===== config.mk =====
export PLATFORM = sky130hd
export DESIGN_NAME = msg_scheduler
export DESIGN_NICKNAME = d
export VERILOG_FILES = /design/src/rtl/msg_scheduler.sv
export SDC_FILE = /design/constraint.sdc
export NUM_CORES = 1
export LEC_CHECK = 0
export CORE_ASPECT_RATIO = 2
export CORE_MARGIN = 10
export CORE_UTILIZATION = 31
export CTS_BUF_LIST = sky130_fd_sc_hd__clkbuf_4 sky130_fd_sc_hd__clkbuf_8 sky130_fd_sc_hd__clkbuf_16
export CTS_CLUSTER_SIZE = 8
export DETAILED_ROUTE_END_ITERATION = 12
export GPL_ROUTABILITY_DRIVEN = 0
export GPL_TIMING_DRIVEN = 0
export PLACE_DENSITY = 0.59
export SLEW_MARGIN = 5
export SYNTH_ARGS = -nofsm -noshare
export SYNTH_HDL_FRONTEND = slang
export SYNTH_SLANG_ARGS = --single-unit

===== constraint.sdc =====
create_clock -name clk -period 2.65 [get_ports clk]
set_clock_uncertainty 0.15 [all_clocks]
set_input_delay 0.795 -clock clk [delete_from_list [all_inputs] [get_ports clk]]
set_output_delay 0.795 -clock clk [all_outputs]
set_load 0.01 [all_outputs]

===== src/rtl/msg_scheduler.sv =====
// Message line arbiter: per-source pending slots, fixed-priority selection,
// minimum hold time in seconds, and pre-emption by designated urgent sources.
module msg_scheduler #(
    parameter int unsigned N_REQ     = 8,
    parameter int unsigned SRC_W     = 3,
    parameter int unsigned ID_W      = 6,
    parameter int unsigned HOLD_SEC  = 5,
    parameter int unsigned PREEMPT_N = 2,
    parameter int unsigned IDLE_ID   = 0
) (
    input  logic                    clk,
    input  logic                    rst,
    input  logic                    tick_1sec,
    input  logic                    flush,
    input  logic [N_REQ-1:0]        req,
    input  logic [N_REQ*ID_W-1:0]   req_id,
    output logic [ID_W-1:0]         msg_id,
    output logic                    msg_valid,
    output logic                    new_msg,
    output logic [SRC_W-1:0]        active_src,
    output logic [N_REQ-1:0]        pending,
    output logic                    holding
);

    localparam logic [7:0]      HOLD_LIM = 8'(HOLD_SEC);
    localparam logic [ID_W-1:0] IDLE_VAL = ID_W'(IDLE_ID);

    typedef enum logic [1:0] {
        ST_IDLE,
        ST_HOLD,
        ST_LINGER
    } state_t;

    state_t                       state, state_nxt;
    logic [N_REQ-1:0]             pend, pend_nxt;
    logic [N_REQ-1:0][ID_W-1:0]   pend_id, pend_id_nxt;
    logic [7:0]                   hold_cnt, hold_cnt_nxt;
    logic [ID_W-1:0]              msg_id_nxt;
    logic [SRC_W-1:0]             src_nxt;
    logic                         valid_nxt;
    logic                         new_nxt;
    logic                         holding_nxt;

    logic [SRC_W-1:0]             win;
    int unsigned                  win_idx;
    logic                         any_pend;
    logic                         can_preempt;
    logic                         do_load;

    // Lowest pending index wins; scanned high-to-low so the last hit is the lowest.
    always_comb begin
        win_idx  = 0;
        any_pend = 1'b0;
        for (int unsigned i = 0; i < N_REQ; i++) begin
            if (pend[N_REQ-1-i]) begin
                win_idx  = N_REQ - 1 - i;
                any_pend = 1'b1;
            end
        end
        win         = SRC_W'(win_idx);
        can_preempt = (win_idx < PREEMPT_N) && (win < active_src);
    end

    always_comb begin
        state_nxt    = state;
        pend_nxt     = pend;
        pend_id_nxt  = pend_id;
        hold_cnt_nxt = hold_cnt;
        msg_id_nxt   = msg_id;
        src_nxt      = active_src;
        valid_nxt    = msg_valid;
        holding_nxt  = holding;
        new_nxt      = 1'b0;
        do_load      = 1'b0;

        case (state)
            ST_IDLE:   do_load = any_pend;
            ST_HOLD:   do_load = any_pend && can_preempt;
            ST_LINGER: do_load = any_pend;
            default:   do_load = 1'b0;
        endcase

        if (do_load) begin
            msg_id_nxt    = pend_id[win];
            src_nxt       = win;
            valid_nxt     = 1'b1;
            hold_cnt_nxt  = '0;
            holding_nxt   = 1'b1;
            new_nxt       = 1'b1;
            pend_nxt[win] = 1'b0;
            state_nxt     = ST_HOLD;
        end else if (state == ST_HOLD && tick_1sec) begin
            hold_cnt_nxt = hold_cnt + 8'd1;
            if (hold_cnt_nxt == HOLD_LIM) begin
                holding_nxt = 1'b0;
                state_nxt   = ST_LINGER;
            end
        end

        // A same-edge request re-arms the slot even if it was just served.
        for (int unsigned i = 0; i < N_REQ; i++) begin
            if (req[i]) begin
                pend_nxt[i]    = 1'b1;
                pend_id_nxt[i] = req_id[i*ID_W +: ID_W];
            end
        end

        if (flush) begin
            pend_nxt     = '0;
            hold_cnt_nxt = '0;
            msg_id_nxt   = IDLE_VAL;
            src_nxt      = '0;
            valid_nxt    = 1'b0;
            holding_nxt  = 1'b0;
            new_nxt      = 1'b0;
            state_nxt    = ST_IDLE;
        end
    end

    always_ff @(posedge clk or negedge rst) begin
        if (!rst) begin
            state      <= ST_IDLE;
            pend       <= '0;
            pend_id    <= '0;
            hold_cnt   <= '0;
            msg_id     <= IDLE_VAL;
            active_src <= '0;
            msg_valid  <= 1'b0;
            new_msg    <= 1'b0;
            holding    <= 1'b0;
        end else begin
            state      <= state_nxt;
            pend       <= pend_nxt;
            pend_id    <= pend_id_nxt;
            hold_cnt   <= hold_cnt_nxt;
            msg_id     <= msg_id_nxt;
            active_src <= src_nxt;
            msg_valid  <= valid_nxt;
            new_msg    <= new_nxt;
            holding    <= holding_nxt;
        end
    end

    assign pending = pend;

endmodule


==> metrics.csv <==
stage,metric,value,unit
outcome,status,finished with violations,
outcome,failing checks,setup timing,
sta,Tmin final,2750,ps
yosys,Adder-Cell Fraction of Synth Area,1.29,%
finish,Final #Nets,516,
floorplan,Top Ports,80,
sta,worst setup margin,-96.8,ps
clocking,worst skew pair latency,340,ps
critical_path,Setup Crit Path Kind,flop to flop,
floorplan,row count,57,
power,logic gate share of total power,26.7,%
routing,Pre-antenna DRT Iters,4,
power,switching power,1.14,mW
sta,RSZ-0062 raised after global routing,yes,
clocking,TritonCTS Buffers,9,
yosys,xor/xnor cell area share of the yosys netlist,2.04,%
floorplan,Initial Utilization,31.8,%
floorplan,die footprint,0.0176,mm^2
critical_path,Worst R2R End,msg_id[1]$_DFFE_PN0P_,
grt,number of global-route vias before repair,3459,
power,Sequential Power Share,35.3,%
finish,ant diodes,0,
sta,pins over their slew limit,0,
worst_hold_path,HP Class,input pin to async pin,
routing,routed wire length,11700,um
yosys,largest cells by area after synthesis,"dfrtp_1 50%, mux2_2 11%, a211oi_1 2.5%",
floorplan,die height,178,um
grt,global-route wire length before repair,18000,um
grt,pin count of the biggest net entering global routing,43,
yosys,Yosys reg bits,77,
critical_path,Worst path depth,10,
floorplan,core area,0.0122,mm^2
yosys,Synth Net Count,420,
grt,GRT Total Usage,12.9,%
critical_path,Crit. End Element,flop,
yosys,synth warn,0,
finish,"commonest non-fill, non-tap cell in the layout",dfrtp_1,
finish,"commonest cells after routing, fill and taps aside","74 x dfrtp_1, 72 x clkdlybuf4s50_1, 38 x mux2_2, 26 x inv_1, 17 x nand2_1",
power,PwrDens,711,mW/mm^2
critical_path,Setup crit start,pending[0]$_DFFE_PN0P_,
yosys,cell taking the most area after synthesis,dfrtp_1,
grt,busiest grt layer,met2,
yosys,multiplexer area fraction after synthesis,11.1,%
power,"Power, Total",4.01,mW
grt,total grt overflow,0,
finish,final core occ,46.3,%
yosys,Synth Area in Compound Gates,18.6,%
routing,Vias,3181,
critical_path,CP required,2710,ps
critical_path,family with the most delay on the worst path,compound AO/OA/AOI/OAI gates,
clocking,Root Driver,clkbuf_16,
clocking,TritonCTS clock tree,built,
power,maximum VDD drop,0.513,mV
critical_path,r2r worst-path depth,10,
flow_run,max-cap violations,0,
sta,"Hold Vio Cnt, Final",0,
grt,initial antenna violation count,0,
critical_path,r2r setup slk,-100,ps
sta,Tightest Pin Transition,756,ps
critical_path,RR Startpoint,pending[0]$_DFFE_PN0P_,
sta,Slew Limit Headroom,49.6,%
critical_path,CP Max Fanout,7,
floorplan,DIE WIDTH,99.0,um
sta,max frequency,0.364,GHz
yosys,main combinational cell family by area after synthesis,compound AO/OA/AOI/OAI gates,
routing,routed len/inst,19.3,um
clocking,clock sink count,77,
yosys,Yosys top cell area share,49.8,%
critical_path,"critical path, cell by cell",or2_1 > buf_6 > nand2b_4 > nor2_4 > ha_4 > a211o_1 > o31a_4 > buf_12 > o311ai_4 > o41ai_2,
sta,Final Cycle Share,104,%
power,Leak Pwr,2.29,nW
yosys,"FFs w/ async S/R, synth",100,%
critical_path,Arrival @ worst endpoint,2810,ps
critical_path,slowest CP cell,dfrtp_2,
routing,Antenna Nets Post-Route,0,
sta,setup violators final,19,
yosys,Synth Area in Simple Gates,12.3,%
yosys,"Seq/Total Area, Yosys",49.8,%
critical_path,critical path's largest stage delay,400,ps
critical_path,crit start category,flop,
place,Final HPWL DP,8910,um
yosys,syn avg cell area,10.9,um^2
grt,met3 Use GR,2.71,%
critical_path,worst path bufs/invs,2,
finish,share of layout cells above drive strength 1,27.4,%
yosys,number of flops mapped to enable cells by yosys,0,
finish,Filler Cell Count,1117,
power,Pint,2.87,mW
grt,met2 usage,24.6,%
yosys,Post-synth top flop,dfrtp_1,
power,clock network fraction of design power,38.0,%
power,Sw Ratio,28.5,%
grt,M1 GR Usage,12.3,%
clocking,Worst-path clk slew,60,ps
yosys,Post-Syn Area,0.00387,mm^2
finish,P&R area growth vs syn,45.7,%
clocking,Clock Tree Buf Depth,2,
critical_path,last element of the critical path,msg_id[1]$_DFFE_PN0P_,
routing,vias per cell,5.27,
routing,drc violations,0,
yosys,post-synthesis cell type count,51,
yosys,Syn Inst Count,356,
place,Port Buffers,73,
routing,starting DRC count in detailed routing,172,
clocking,H-tree depth,3,
-- cells by family (layout without fill, tap and decap cells) --
| group | after synthesis | count (layout) |
|---|---|---|
| XOR/XNOR | 9 | 9 |
| AND/OR/NAND/NOR | 84 | 84 |
| buffers and inverters | 47 | 148 |
| flip-flops | 77 | 77 |
| multiplexers | 38 | 38 |
| adder cells (fa/ha/maj) | 4 | 4 |
| AO/OA/AOI/OAI | 97 | 97 |
-- final cells by class --
cell class / instances / area [um^2] / share of cell area, %
multi-input combinational: 232 / 2060 / 36.6
clock inverter: 6 / 134 / 2.37
timing repair buffer: 85 / 868 / 15.4
inverter: 27 / 101 / 1.80
buffer: 20 / 119 / 2.11
tap: 147 / 184 / 3.26
clock buffer: 10 / 239 / 4.24
sequential: 77 / 1930 / 34.2
-- what timing repair did --
item	in CTS	in global routing
resized for setup	25	33
pin swaps	8	15
endpoints found under the hold margin	0	0
hold buffers	0	0
gates cloned	1	1
setup buffers	7	2
endpoints found under the setup margin	29	29
-- power by group through the flow --
stage / registers, mW / logic, mW / clock network (mW)
2_1_floorplan: 1.42 / 0.461 / 0
3_3_place_gp: 1.42 / 0.828 / 0
3_5_place_dp: 1.43 / 0.844 / 0
4_1_cts: 1.41 / 0.973 / 1.55
5_1_grt: 1.43 / 1.15 / 1.60
6_report: 1.42 / 1.07 / 1.52
-- state kept, by name, indices dropped and copies added, names as in the netlist --
name and cells:
new_msg 1, pending 8, active_src 3, msg_id 6, msg_valid 1, hold_cnt 8, pend_id 48, state 2
-- cell usage after synthesis (2+ instances only) --
master     instances
o21ai_0           16
nor2b_1            2
a211o_1            3
xor2_1             2
ha_1               4
xnor2_1            7
mux2_2            38
nor3_1            16
and3_1            11
nor2_2             3
a211oi_1          13
nor2_1            10
nand3_1            9
o21ai_1            2
o22ai_1            6
o21a_1             8
dfrtp_1           77
buf_4              2
o31ai_1            6
a21oi_1           12
nand4_1            2
nand2b_1           2
a2111oi_0          6
nor3_2             2
clkbuf_1          11
o31ai_4            2
inv_1             26
nand2_1           17
o41ai_1            8
o311ai_1           6
buf_2              7
-- layer usage --
| metal | part of all wire, % | routed length, um |
|---|---|---|
| met1 | 35 | 4090 |
| met2 | 58 | 6760 |
| met3 | 3.2 | 375 |
| met4 | 3.7 | 428 |
| met5 | 0 | 0 |
-- through the flow --
stage | area [um^2] | hold slack [ps] | std cells | setup WS [ps] | setup TNS, ps
4_1_cts | 5420 | 266 | 601 | -69.2 | -690
2_1_floorplan | 3900 | 322 | 356 | -43.2 | -226
3_5_place_dp | 4830 | 337 | 577 | -364 | -6140
3_3_place_gp | 4810 | 327 | 576 | -2000 | -158500
6_report | 5640 | 260 | 604 | -96.8 | -1090
5_1_grt | 5640 | 288 | 604 | -175 | -3240
-- how the worst min path moves through the flow --
stage | from | endpoint | slack, ps
2_1_floorplan | pend_id[5]$_DFFE_PN0P_ | pend_id[5]$_DFFE_PN0P_ | 320
3_3_place_gp | msg_valid$_DFFE_PN0P_ | msg_valid$_DFFE_PN0P_ | 330
3_5_place_dp | msg_valid$_DFFE_PN0P_ | msg_valid$_DFFE_PN0P_ | 340
4_1_cts | rst | pend_id[19]$_DFFE_PN0P_ | 270
5_1_grt | rst | pend_id[18]$_DFFE_PN0P_ | 290
6_report | rst | pend_id[19]$_DFFE_PN0P_ | 260
No activity file was read; power rests on OpenSTA's default activity.
